File: src/rtl/pulse_pkg.sv
// Shared constants for the multi-channel one-shot pulse generator:
// edge-select modes, per-channel FSM encodings and the edge qualification helper.
package pulse_pkg;

    localparam logic [1:0] MODE_OFF  = 2'b00;
    localparam logic [1:0] MODE_RISE = 2'b01;
    localparam logic [1:0] MODE_FALL = 2'b10;
    localparam logic [1:0] MODE_BOTH = 2'b11;

    typedef enum logic [1:0] {
        ST_IDLE  = 2'b00,
        ST_PULSE = 2'b01,
        ST_GAP   = 2'b10
    } pulse_state_e;

    // Bit 0 of the mode enables rising edges, bit 1 enables falling edges
    function automatic logic edge_trig(input logic [1:0] mode, input logic rise, input logic fall);
        return (mode[0] & rise) | (mode[1] & fall);
    endfunction

endpackage

File: src/rtl/multi_pulse_gen_if.sv
// Channel bus of the pulse generator: raw level inputs, mode selects and the
// per-channel pulse/level/overrun results plus the aggregate busy flag.
interface multi_pulse_gen_if #(
    parameter int N_CH = 4
);
    logic [N_CH-1:0]   i_pulse;
    logic [2*N_CH-1:0] i_mode;
    logic              i_clr_ovr;
    logic [N_CH-1:0]   o_pulse;
    logic [N_CH-1:0]   o_level;
    logic [N_CH-1:0]   o_overrun;
    logic              o_busy;

    modport master (
        output i_pulse, i_mode, i_clr_ovr,
        input  o_pulse, o_level, o_overrun, o_busy
    );

    modport slave (
        input  i_pulse, i_mode, i_clr_ovr,
        output o_pulse, o_level, o_overrun, o_busy
    );
endinterface

File: src/rtl/pulse_chan.sv
// One channel: synchroniser, debounce filter, mode-selected edge detect,
// IDLE/PULSE/GAP one-shot FSM and sticky overrun flag.
module pulse_chan
    import pulse_pkg::*;
#(
    parameter int SYNC_STAGES = 2,
    parameter int DEB_CYCLES  = 4,
    parameter int PULSE_W     = 1
) (
    input  logic       Clock,
    input  logic       Resetn,
    input  logic       pulse_i,
    input  logic [1:0] mode_i,
    input  logic       clr_ovr_i,
    output logic       pulse_o,
    output logic       level_o,
    output logic       overrun_o,
    output logic       busy_o
);
    localparam int CW = $clog2(DEB_CYCLES + 1);
    localparam int WW = $clog2(PULSE_W + 1);

    logic [SYNC_STAGES-1:0] sync_q;
    logic                   filt_q, filt_d, filt_dly_q;
    logic [CW-1:0]          cnt_q, cnt_d;
    pulse_state_e           state_q, state_d;
    logic [WW-1:0]          wcnt_q, wcnt_d;
    logic                   pulse_q, pulse_d;
    logic                   ovr_q, ovr_d;
    logic                   busy_q, busy_d;
    logic                   s_s, rise_s, fall_s, trig_s;

    assign s_s    = sync_q[SYNC_STAGES-1];
    assign rise_s = filt_q & ~filt_dly_q;
    assign fall_s = ~filt_q & filt_dly_q;
    assign trig_s = edge_trig(mode_i, rise_s, fall_s);

    // Synchroniser chain, debounce filter state and previous-level history
    always_ff @(posedge Clock) begin
        if (!Resetn) begin
            sync_q     <= '0;
            filt_q     <= 1'b0;
            cnt_q      <= '0;
            filt_dly_q <= 1'b0;
        end else begin
            sync_q     <= {sync_q[SYNC_STAGES-2:0], pulse_i};
            filt_q     <= filt_d;
            cnt_q      <= cnt_d;
            filt_dly_q <= filt_q;
        end
    end

    // Debounce: accept a new level only after DEB_CYCLES consecutive differing samples
    always_comb begin
        filt_d = filt_q;
        cnt_d  = '0;
        if (s_s == filt_q) begin
            cnt_d = '0;
        end else if (cnt_q == CW'(DEB_CYCLES - 1)) begin
            filt_d = s_s;
            cnt_d  = '0;
        end else begin
            cnt_d = cnt_q + CW'(1);
        end
    end

    // FSM state register
    always_ff @(posedge Clock) begin
        if (!Resetn) begin
            state_q <= ST_IDLE;
            wcnt_q  <= '0;
        end else begin
            state_q <= state_d;
            wcnt_q  <= wcnt_d;
        end
    end

    // FSM next-state: GAP forces one low cycle between back-to-back pulses
    always_comb begin
        state_d = state_q;
        wcnt_d  = wcnt_q;
        case (state_q)
            ST_IDLE: begin
                if (trig_s) begin
                    state_d = ST_PULSE;
                    wcnt_d  = '0;
                end else begin
                    state_d = ST_IDLE;
                end
            end
            ST_PULSE: begin
                if (wcnt_q == WW'(PULSE_W - 1)) begin
                    state_d = ST_GAP;
                end else begin
                    wcnt_d = wcnt_q + WW'(1);
                end
            end
            ST_GAP:  state_d = ST_IDLE;
            default: state_d = ST_IDLE;
        endcase
    end

    // Output next values; a dropped edge beats a same-cycle clear
    always_comb begin
        pulse_d = (state_d == ST_PULSE);
        busy_d  = (state_d != ST_IDLE);
        if (trig_s && (state_q != ST_IDLE)) begin
            ovr_d = 1'b1;
        end else if (clr_ovr_i) begin
            ovr_d = 1'b0;
        end else begin
            ovr_d = ovr_q;
        end
    end

    // Registered channel outputs
    always_ff @(posedge Clock) begin
        if (!Resetn) begin
            pulse_q <= 1'b0;
            ovr_q   <= 1'b0;
            busy_q  <= 1'b0;
        end else begin
            pulse_q <= pulse_d;
            ovr_q   <= ovr_d;
            busy_q  <= busy_d;
        end
    end

    assign pulse_o   = pulse_q;
    assign level_o   = filt_q;
    assign overrun_o = ovr_q;
    assign busy_o    = busy_q;

endmodule

File: src/rtl/multi_pulse_gen.sv
// N-channel debounced edge-to-pulse generator: independent channels side by
// side, with a single busy flag covering all of them.
module multi_pulse_gen
    import pulse_pkg::*;
#(
    parameter int N_CH        = 4,
    parameter int SYNC_STAGES = 2,
    parameter int DEB_CYCLES  = 4,
    parameter int PULSE_W     = 1
) (
    input  logic              Clock,
    input  logic              Resetn,
    multi_pulse_gen_if.slave  bus
);
    logic [N_CH-1:0] busy_s;

    for (genvar c = 0; c < N_CH; c++) begin : g_chan
        pulse_chan #(
            .SYNC_STAGES (SYNC_STAGES),
            .DEB_CYCLES  (DEB_CYCLES),
            .PULSE_W     (PULSE_W)
        ) u_chan (
            .Clock     (Clock),
            .Resetn    (Resetn),
            .pulse_i   (bus.i_pulse[c]),
            .mode_i    (bus.i_mode[2*c+1 -: 2]),
            .clr_ovr_i (bus.i_clr_ovr),
            .pulse_o   (bus.o_pulse[c]),
            .level_o   (bus.o_level[c]),
            .overrun_o (bus.o_overrun[c]),
            .busy_o    (busy_s[c])
        );
    end

    assign bus.o_busy = |busy_s;

endmodule

File: src/flat_wrapper.sv
// flat-port wrapper written by rule: the top's interface ports become plain ports
module multi_pulse_gen_flat import pulse_pkg::*;
#(
    parameter int N_CH        = 4,
    parameter int SYNC_STAGES = 2,
    parameter int DEB_CYCLES  = 4,
    parameter int PULSE_W     = 1
)
  (Clock, Resetn, bus_i_pulse, bus_i_mode, bus_i_clr_ovr, bus_o_pulse, bus_o_level, bus_o_overrun, bus_o_busy);
  multi_pulse_gen_if #(.N_CH(N_CH)) bus_i ();
  input  logic Clock;
  input  logic Resetn;
  input wire logic [$bits(bus_i.i_pulse)-1:0] bus_i_pulse;
  input wire logic [$bits(bus_i.i_mode)-1:0] bus_i_mode;
  input wire logic [$bits(bus_i.i_clr_ovr)-1:0] bus_i_clr_ovr;
  output wire logic [$bits(bus_i.o_pulse)-1:0] bus_o_pulse;
  output wire logic [$bits(bus_i.o_level)-1:0] bus_o_level;
  output wire logic [$bits(bus_i.o_overrun)-1:0] bus_o_overrun;
  output wire logic [$bits(bus_i.o_busy)-1:0] bus_o_busy;
  assign bus_i.i_pulse = bus_i_pulse;
  assign bus_i.i_mode = bus_i_mode;
  assign bus_i.i_clr_ovr = bus_i_clr_ovr;
  assign bus_o_pulse = bus_i.o_pulse;
  assign bus_o_level = bus_i.o_level;
  assign bus_o_overrun = bus_i.o_overrun;
  assign bus_o_busy = bus_i.o_busy;
  multi_pulse_gen #(.N_CH(N_CH), .SYNC_STAGES(SYNC_STAGES), .DEB_CYCLES(DEB_CYCLES), .PULSE_W(PULSE_W)) u_core (.Clock(Clock), .Resetn(Resetn), .bus(bus_i));
endmodule
File: config.mk
export PLATFORM = sky130hd
export DESIGN_NAME = multi_pulse_gen_flat
export DESIGN_NICKNAME = d
export VERILOG_FILES = /design/src/rtl/pulse_pkg.sv /design/src/rtl/multi_pulse_gen_if.sv /design/src/rtl/pulse_chan.sv /design/src/rtl/multi_pulse_gen.sv /design/src/flat_wrapper.sv
export SDC_FILE = /design/constraint.sdc
export NUM_CORES = 1
export LEC_CHECK = 0
export ABC_CLOCK_PERIOD_IN_PS = 1020
export BUFFER_PORTS_ARGS = -buffer_cell sky130_fd_sc_hd__buf_2
export CAP_MARGIN = 10
export CORE_ASPECT_RATIO = 0.9
export CORE_UTILIZATION = 25
export CTS_BUF_LIST = sky130_fd_sc_hd__clkbuf_2 sky130_fd_sc_hd__clkbuf_4 sky130_fd_sc_hd__clkbuf_8
export DETAILED_ROUTE_END_ITERATION = 12
export PLACE_DENSITY = 0.44
export SETUP_SLACK_MARGIN = 0.15
export SLEW_MARGIN = 20
export SYNTH_ARGS = -nofsm -noshare
export SYNTH_HDL_FRONTEND = slang
export SYNTH_SLANG_ARGS = --single-unit
File: constraint.sdc
create_clock -name Clock -period 1.02 [get_ports Clock]
set_clock_uncertainty 0.1 [all_clocks]
set_input_delay 0.153 -clock Clock [delete_from_list [all_inputs] [get_ports Clock]]
set_output_delay 0.153 -clock Clock [all_outputs]
set_load 0.05 [all_outputs]
==> run summary, run 1 <==
* 4 — total iterations of the first detailed-routing run
* 770 ps — CP Data Required Time
* 48 — flip-flop and latch count after synthesis
* 1540 ps — time the worst path needs with I/O delays and setup
* flop — critical path launch point type
* 657 — Fillers
* u_core.g_chan[1].u_chan.cnt_q[0]$_SDFF_PP0_ — Reg2Reg Launch Point
* 290 — final cell count without fillers
* 0 — ANT cells
* 48.5% — share of post-route cells with drive strength above 1
* 36 — DRT iter0 DRCs
* 84.0% — normalized max-slew margin
* 9.55 um — routed wire length per instance
* 0.919 nW — Lkg Pwr
* 111 ps — Hold Slack
* 238 ps — transition time of the tightest slew-check pin
* clkbuf_8 — clock root buffer
* 8.55% — Overall Global Routing Usage
* 0 — number of remaining DRC errors
* 1125 — Vias
* 28 — placement row count
* yes — unrepaired setup endpoints after global routing
* 2 — number of levels the H-tree was split into
* 2 — number of buffers on the longest clock path
* 0.695 — GPL Wtd Cong
* 0.000466 V — peak ir drop on the vdd network
* 7230 um2 — DIE AREA
* 40.3% — area growth from synthesis to final layout
* 27 — Setup-failing EPs final
* 28 — io pins
* input port to flop — Hold/Removal Path Class
* 27 — number of buffers added on ports
* or4_4 > buf_6 — CP Cell Sequence
* u_core.g_chan[0].u_chan.overrun_o$_SDFFE_PN0P_ — WHS Endpoint
* 80.8 um — Die Y
* 223 — Net count, final
* 26.0% — Initial Utilization
* 27 — pin count of the biggest net entering global routing
* output port — endpoint kind of the worst setup timing path
* 1 — highest fanout seen on the critical path
* 89.5 um — Chip Width
* 1290 ps — arrival time worst endpoint
* 1270 nW/um2 — power per unit of standard cell area
* flop to output port — start-to-end type of the worst setup path
* bus_i_clr_ovr — origin of the worst min-delay path
* -521 ps — Worst Slack Setup Final
* 5 — CTS buffer count
* -2010 ps — setup TNS after final layout
* 55.7% — sequential area share after synthesis
* 300 ps — clk_lat worst skew
* 275 — dpl cells
* 520 ps — highest cell delay on the worst timing path
* 649 MHz — Max Freq
* 0 — Max-Cap Viols
* 4 — Worst Reg2Reg Path Length in Cells
* 1.84 mm — placed wire-length estimate
* 21 — Unique masters post-synth
* u_core.g_chan[1].u_chan.cnt_q[0]$_SDFF_PP0_ — endpoint of the worst-slack reg-to-reg timing path
* 0 — sum of overflow across all layers after global routing
* negative setup slack — violations in the final reports
* 4.46 mm — wire length of the first global-routing pass
* 1720 um2 — mapped cell area
* 0 — fin. max-slew vios
* 191 — Post-Synthesis Net Count
* 2.77 mm — post-detailed-routing wire length
* 0 — Synthesis Warnings
* 0 — Hold Fails Final Rpt
* 0 — antenna violations before repair
* 10.3 um2 — mean instance size in the synthesized netlist
* 151% — Period Utilization, post-route
* 168 — number of instances in the synthesized netlist
* 1003 — number of global-route vias before repair
* complete, but fails checks — status
* -100 ps — register-to-register setup slack
* 6620 um2 — Core Region
* or4_4 — slowest stage cell on the critical path
* 90 ps — Clk pin slew, worst setup/hold paths
* 3 — hold depth
* 48 — # clock sinks
* 3.88 — detailed-route vias per instance
* yes — clock tree from TritonCTS
* 0 — number of routed nets with antenna violations
==> report_power, final <==
part	internal [mW]	switching (mW)	total, mW
Clock	0.465	0.599	1.06
Sequential	1.88	0.00950	1.89
Combinational	0.0686	0.0555	0.124
==> how the worst max path moves through the flow <==
stage / depth (start not counted) / startpoint / to
floorplan: 1 / u_core.g_chan[2].u_chan.busy_o$_SDFF_PN0_ / bus_o_busy
global placement: 2 / u_core.g_chan[2].u_chan.busy_o$_SDFF_PN0_ / bus_o_busy
detailed placement: 2 / u_core.g_chan[2].u_chan.busy_o$_SDFF_PN0_ / bus_o_busy
CTS: 2 / u_core.g_chan[2].u_chan.busy_o$_SDFF_PN0_ / bus_o_busy
global route: 2 / u_core.g_chan[2].u_chan.busy_o$_SDFF_PN0_ / bus_o_busy
finish: 2 / u_core.g_chan[2].u_chan.busy_o$_SDFF_PN0_ / bus_o_busy
==> layout by cell type, fill, tap and decap left out, types with 2 or more instances in the layout <==
cell           netlist  layout
dfxtp_1             48      25
dfxtp_2              0      19
nor2_1              16      16
buf_2                0      14
inv_1               12      12
and2_1              12      12
buf_8                0      12
nand3b_1            11      11
ha_4                 0       8
buf_4               14       8
nor3_2               0       7
clkbuf_8             0       5
xor2_1               4       4
nand2_1              5       4
o21ai_2              0       4
a21oi_2              0       4
mux2i_1              4       4
nor2b_1              4       4
dlygate4sd3_1        0       4
dfxtp_4              0       4
o21a_2               0       3
o21ai_1              2       2
nand2b_1             3       2
o21ai_0              6       2
==> flip-flops by register name (all words and copies together), names as in the netlist <==
| register | cells |
|---|---|
| u_core.g_chan.u_chan.cnt_q | 12 |
| u_core.g_chan.u_chan.sync_q | 8 |
| u_core.g_chan.u_chan.state_q | 8 |
| u_core.g_chan.u_chan.overrun_o | 4 |
| u_core.g_chan.u_chan.pulse_o | 4 |
| u_core.g_chan.u_chan.level_o | 4 |
| u_core.g_chan.u_chan.filt_dly_q | 4 |
| u_core.g_chan.u_chan.busy_o | 4 |
==> stage by stage <==
| step | power [mW] | util, % | setup WS [ps] | area (um2) |
|---|---|---|---|---|
| finish | 3.08 | 36.5 | -521 | 2420 |
| global route | 3.24 | 36.5 | -575 | 2420 |
| CTS | 3.15 | 35.5 | -544 | 2350 |
| detailed placement | 2.05 | 30.6 | -244 | 2020 |
| global placement | 2.05 | 30.6 | -235 | 2020 |
| floorplan | 2.00 | - | -141 | 1840 |
==> layout make-up <==
cell class | instances | area [um2] | area share [%]
sequential | 48 | 1000 | 41.3
clock inverter | 2 | 12.5 | 0.517
tap | 90 | 113 | 4.65
timing repair buffer | 40 | 382 | 15.8
multi-input combinational | 93 | 800 | 33.0
inverter | 12 | 45.0 | 1.86
clock buffer | 5 | 68.8 | 2.84
==> layer usage <==
metal | vias to the layer above | GRT usage, % | wire length, um
met5 | - | 0 | 0
met2 | 20 | 12.4 | 1220
met4 | 0 | 5.24 | 55
met1 | 509 | 10.9 | 1410
li1 | 592 | - | -
met3 | 4 | 2.85 | 82
==> kinds of logic after synthesis <==
family | synth area share [%]
AOI/OAI and AO/OA | 5.30
adders and majority gates | 5.81
xor gates and xnor gates | 2.03
and+or+nand+nor | 19.4
buffers and inverters | 9.36
DFF | 55.7
muxes | 2.32
==> critical path, delay by kind of cell (launching register included) <==
family	cells	cell delay, ps
DFF	1	310
buffers and inverters	1	170
and+or+nand+nor	1	520
==> synthesized netlist by cell type <==
| library cell | instances | area (um2) |
|---|---|---|
| mux2i_1 | 4 | 40.0 |
| or4_1 | 1 | 7.51 |
| nor3_1 | 8 | 40.0 |
| a21oi_1 | 4 | 20.0 |
| dfxtp_1 | 48 | 961 |
| buf_6 | 1 | 11.3 |
| nor2_1 | 16 | 60.1 |
| xor2_1 | 4 | 35.0 |
| nand3b_1 | 11 | 82.6 |
| or2b_1 | 1 | 7.51 |
| nand2b_1 | 3 | 18.8 |
| and2_1 | 12 | 75.1 |
| nand2_1 | 5 | 18.8 |
| o21a_1 | 3 | 22.5 |
| ha_1 | 8 | 100 |
| o22a_1 | 1 | 8.76 |
| nor2b_1 | 4 | 25.0 |
| buf_4 | 14 | 105 |
| inv_1 | 12 | 45.0 |
| o21ai_0 | 6 | 30.0 |
| o21ai_1 | 2 | 10.0 |
==> repair_timing <==
action                     in CTS  in global routing
pin swaps                      19                  1
hold buffers                    4                  0
setup buffers                   4                  0
gates resized for setup        59                 22
setup endpoints to repair      45                 46
hold endpoints to repair        4                  0
gates cloned                    0                  0
Note: power is estimated with default switching activity, not from simulation.
==> run 2, diff against run 1 <==
Settings changed: ABC_CLOCK_PERIOD_IN_PS 1020 to 1500, PLACE_DENSITY 0.44 to 0.43, TNS_END_PERCENT set to 1.
Clock period 1.02 ns to 1.5 ns, I/O delays scaled along.
==> run summary, run 2 (synthesis results as in run 1) <==
* complete, but fails checks — status
* negative setup slack — violations in the final reports
* 32.7 ps — Hold Slack
* -113 ps — setup TNS after final layout
* 2020 um2 — final standard cell area without fillers
* 1 — highest fanout seen on the critical path
* 48 — # clock sinks
* 18.1% — switching power as a share of total power
* u_core.g_chan.u_chan.cnt_q — register ranked first by flip-flop count
* 0 — sum of overflow across all layers after global routing
* u_core.g_chan.u_chan.cnt_q x12, u_core.g_chan.u_chan.state_q x8, u_core.g_chan.u_chan.sync_q x8 — largest registers in the final layout
* dfxtp_1 (45), buf_2 (22), nor2_1 (16) — commonest cells after routing, fill and taps aside
* 2.58 mm — post-detailed-routing wire length
* 4 — total iterations of the first detailed-routing run
* flop — critical path launch point type
* 8.11% — Overall Global Routing Usage
* 1610 ps — time the worst path needs with I/O delays and setup
* 211 — Net count, final
* yes — clock tree from TritonCTS
* 0.436 mW — net load switching power
* 314 ps — transition time of the tightest slew-check pin
* 80.8 um — Die Y
* 0 — antenna violations before repair
* 4 — Worst Reg2Reg Path Length in Cells
* output port — endpoint kind of the worst setup timing path
* 271 — dpl cells
* yes — unrepaired setup endpoints after global routing
* u_core.g_chan[2].u_chan.cnt_q[0]$_SDFF_PP0_ — endpoint of the worst-slack reg-to-reg timing path
* 0.825 nW — Lkg Pwr
* 0 — Hold Fails Final Rpt
* 2.4% — relative contribution of combinational cells to total power
* 0 — fin. max-slew vios
* u_core.g_chan[1].u_chan.sync_q[0]$_SDFF_PN0_ — WHS Endpoint
* 1.82 mm — placed wire-length estimate
* 37 — DRT iter0 DRCs
* clkbuf_8 — clock root buffer
* 966 — number of global-route vias before repair
* 0.000430 V — peak ir drop on the vdd network
* 43.9% — Clk pwr share
* 965 um2 — flip-flop and latch area
* 5 — CTS buffer count
* 3.82 — detailed-route vias per instance
* 12 — max reg flops
* 1063 — Vias
* 53.6% — proportion of power drawn by flip-flops and latches
* 2.41 mW — Total Power
* 0 — ANT cells
* bus_i_pulse[1] — origin of the worst min-delay path
* 2 — hold depth
* 6620 um2 — Core Region
* 0.650 — GPL Wtd Cong
* 27 — number of buffers added on ports
* 26.0% — Initial Utilization
* 1170 ps — CP Data Required Time
* 606 um2 — area used by multi-input combinational logic
* 108% — Period Utilization, post-route
* -113 ps — Worst Slack Setup Final
* 270 ps — register-to-register setup slack
* input port to flop — Hold/Removal Path Class
* 0 — Max-Cap Viols
* 1190 nW/um2 — power per unit of standard cell area
* 80 ps — Clk pin slew, worst setup/hold paths
* 1290 ps — arrival time worst endpoint
* 4.27 mm — wire length of the first global-routing pass
* 16.9% — area growth from synthesis to final layout
* 2 — number of buffers on the longest clock path
* dfxtp_1 — most common cell after layout, fill and taps aside
* 79.1% — normalized max-slew margin
* 278 — final cell count without fillers
* 20.7% — share of post-route cells with drive strength above 1
* 7230 um2 — DIE AREA
* 0 — number of remaining DRC errors
* 2 — number of levels the H-tree was split into
* 1 — Setup-failing EPs final
* 21 — pin count of the biggest net entering global routing
* 1870 um2 — cell area after placement
* 0 — number of routed nets with antenna violations
* u_core.g_chan[2].u_chan.cnt_q[0]$_SDFF_PP0_ — Reg2Reg Launch Point
* 1.97 mW — cell internal power dissipation
* 9.27 um — routed wire length per instance
* 89.5 um — Chip Width
* 620 MHz — Max Freq
* 28 — placement row count
* flop to output port — start-to-end type of the worst setup path
* 684 — Fillers
* 290 ps — clk_lat worst skew
* 28 — io pins
run 2: changes by cell type in the layout (fill, tap and decap cells not counted), moves of 8 or more:
| cell | delta |
|---|---|
| buf_2 | +8 |
| buf_8 | -12 |
| dfxtp_1 | +20 |
| dfxtp_2 | -16 |
| ha_1 | +8 |
| ha_4 | -8 |
| nor3_1 | +8 |
run 2: critical path: stages, from the launching register on:
cell and delay, ps:
dfxtp_1 310, or4_4 520, buf_6 170
run 2: area by class of cell:
cell class | count | area share (%)
multi-input cells | 93 | 30.0
repair buffers | 28 | 7.88
well taps | 90 | 5.59
clock buffers | 5 | 3.41
flip-flops and latches | 48 | 47.9
inverters | 12 | 2.23
clock inverters | 2 | 2.98
run 2: repair_timing:
action                     CTS  global route
setup endpoints to repair    5             4
setup buffers                0             0
hold buffers                 0             0
pin swaps                    0             0
gates resized for setup      6             3
run 2: worst max path at each step:
stage | from | endpoint
3_5_place_dp | u_core.g_chan[2].u_chan.busy_o$_SDFF_PN0_ | bus_o_busy
5_1_grt | u_core.g_chan[2].u_chan.busy_o$_SDFF_PN0_ | bus_o_busy
2_1_floorplan | u_core.g_chan[2].u_chan.busy_o$_SDFF_PN0_ | bus_o_busy
3_3_place_gp | u_core.g_chan[2].u_chan.busy_o$_SDFF_PN0_ | bus_o_busy
4_1_cts | u_core.g_chan[2].u_chan.busy_o$_SDFF_PN0_ | bus_o_busy
6_report | u_core.g_chan[2].u_chan.busy_o$_SDFF_PN0_ | bus_o_busy
run 2: metal layers:
metal | part of all wire, % | global-route usage (%)
met1 | 51 | 10.3
met2 | 41 | 11.5
met3 | 5.3 | 2.95
met4 | 2.4 | 5.24
met5 | 0 | 0
run 2: power by group through the flow:
stage / combinational [mW] / clock (mW) / sequential, mW
floorplan: 0.0365 / 0 / 1.32
finish: 0.0586 / 1.06 / 1.29
global placement: 0.0598 / 0 / 1.32
CTS: 0.0601 / 1.11 / 1.29
global route: 0.0669 / 1.16 / 1.29
detailed placement: 0.0601 / 0 / 1.32
run 2: stage by stage:
step	setup slack, ps	util [%]
after CTS	-134	30.4
final	-113	30.4
after global placement	171	28.2
after global routing	-158	30.4
after floorplan	267	-
after detailed placement	167	28.2
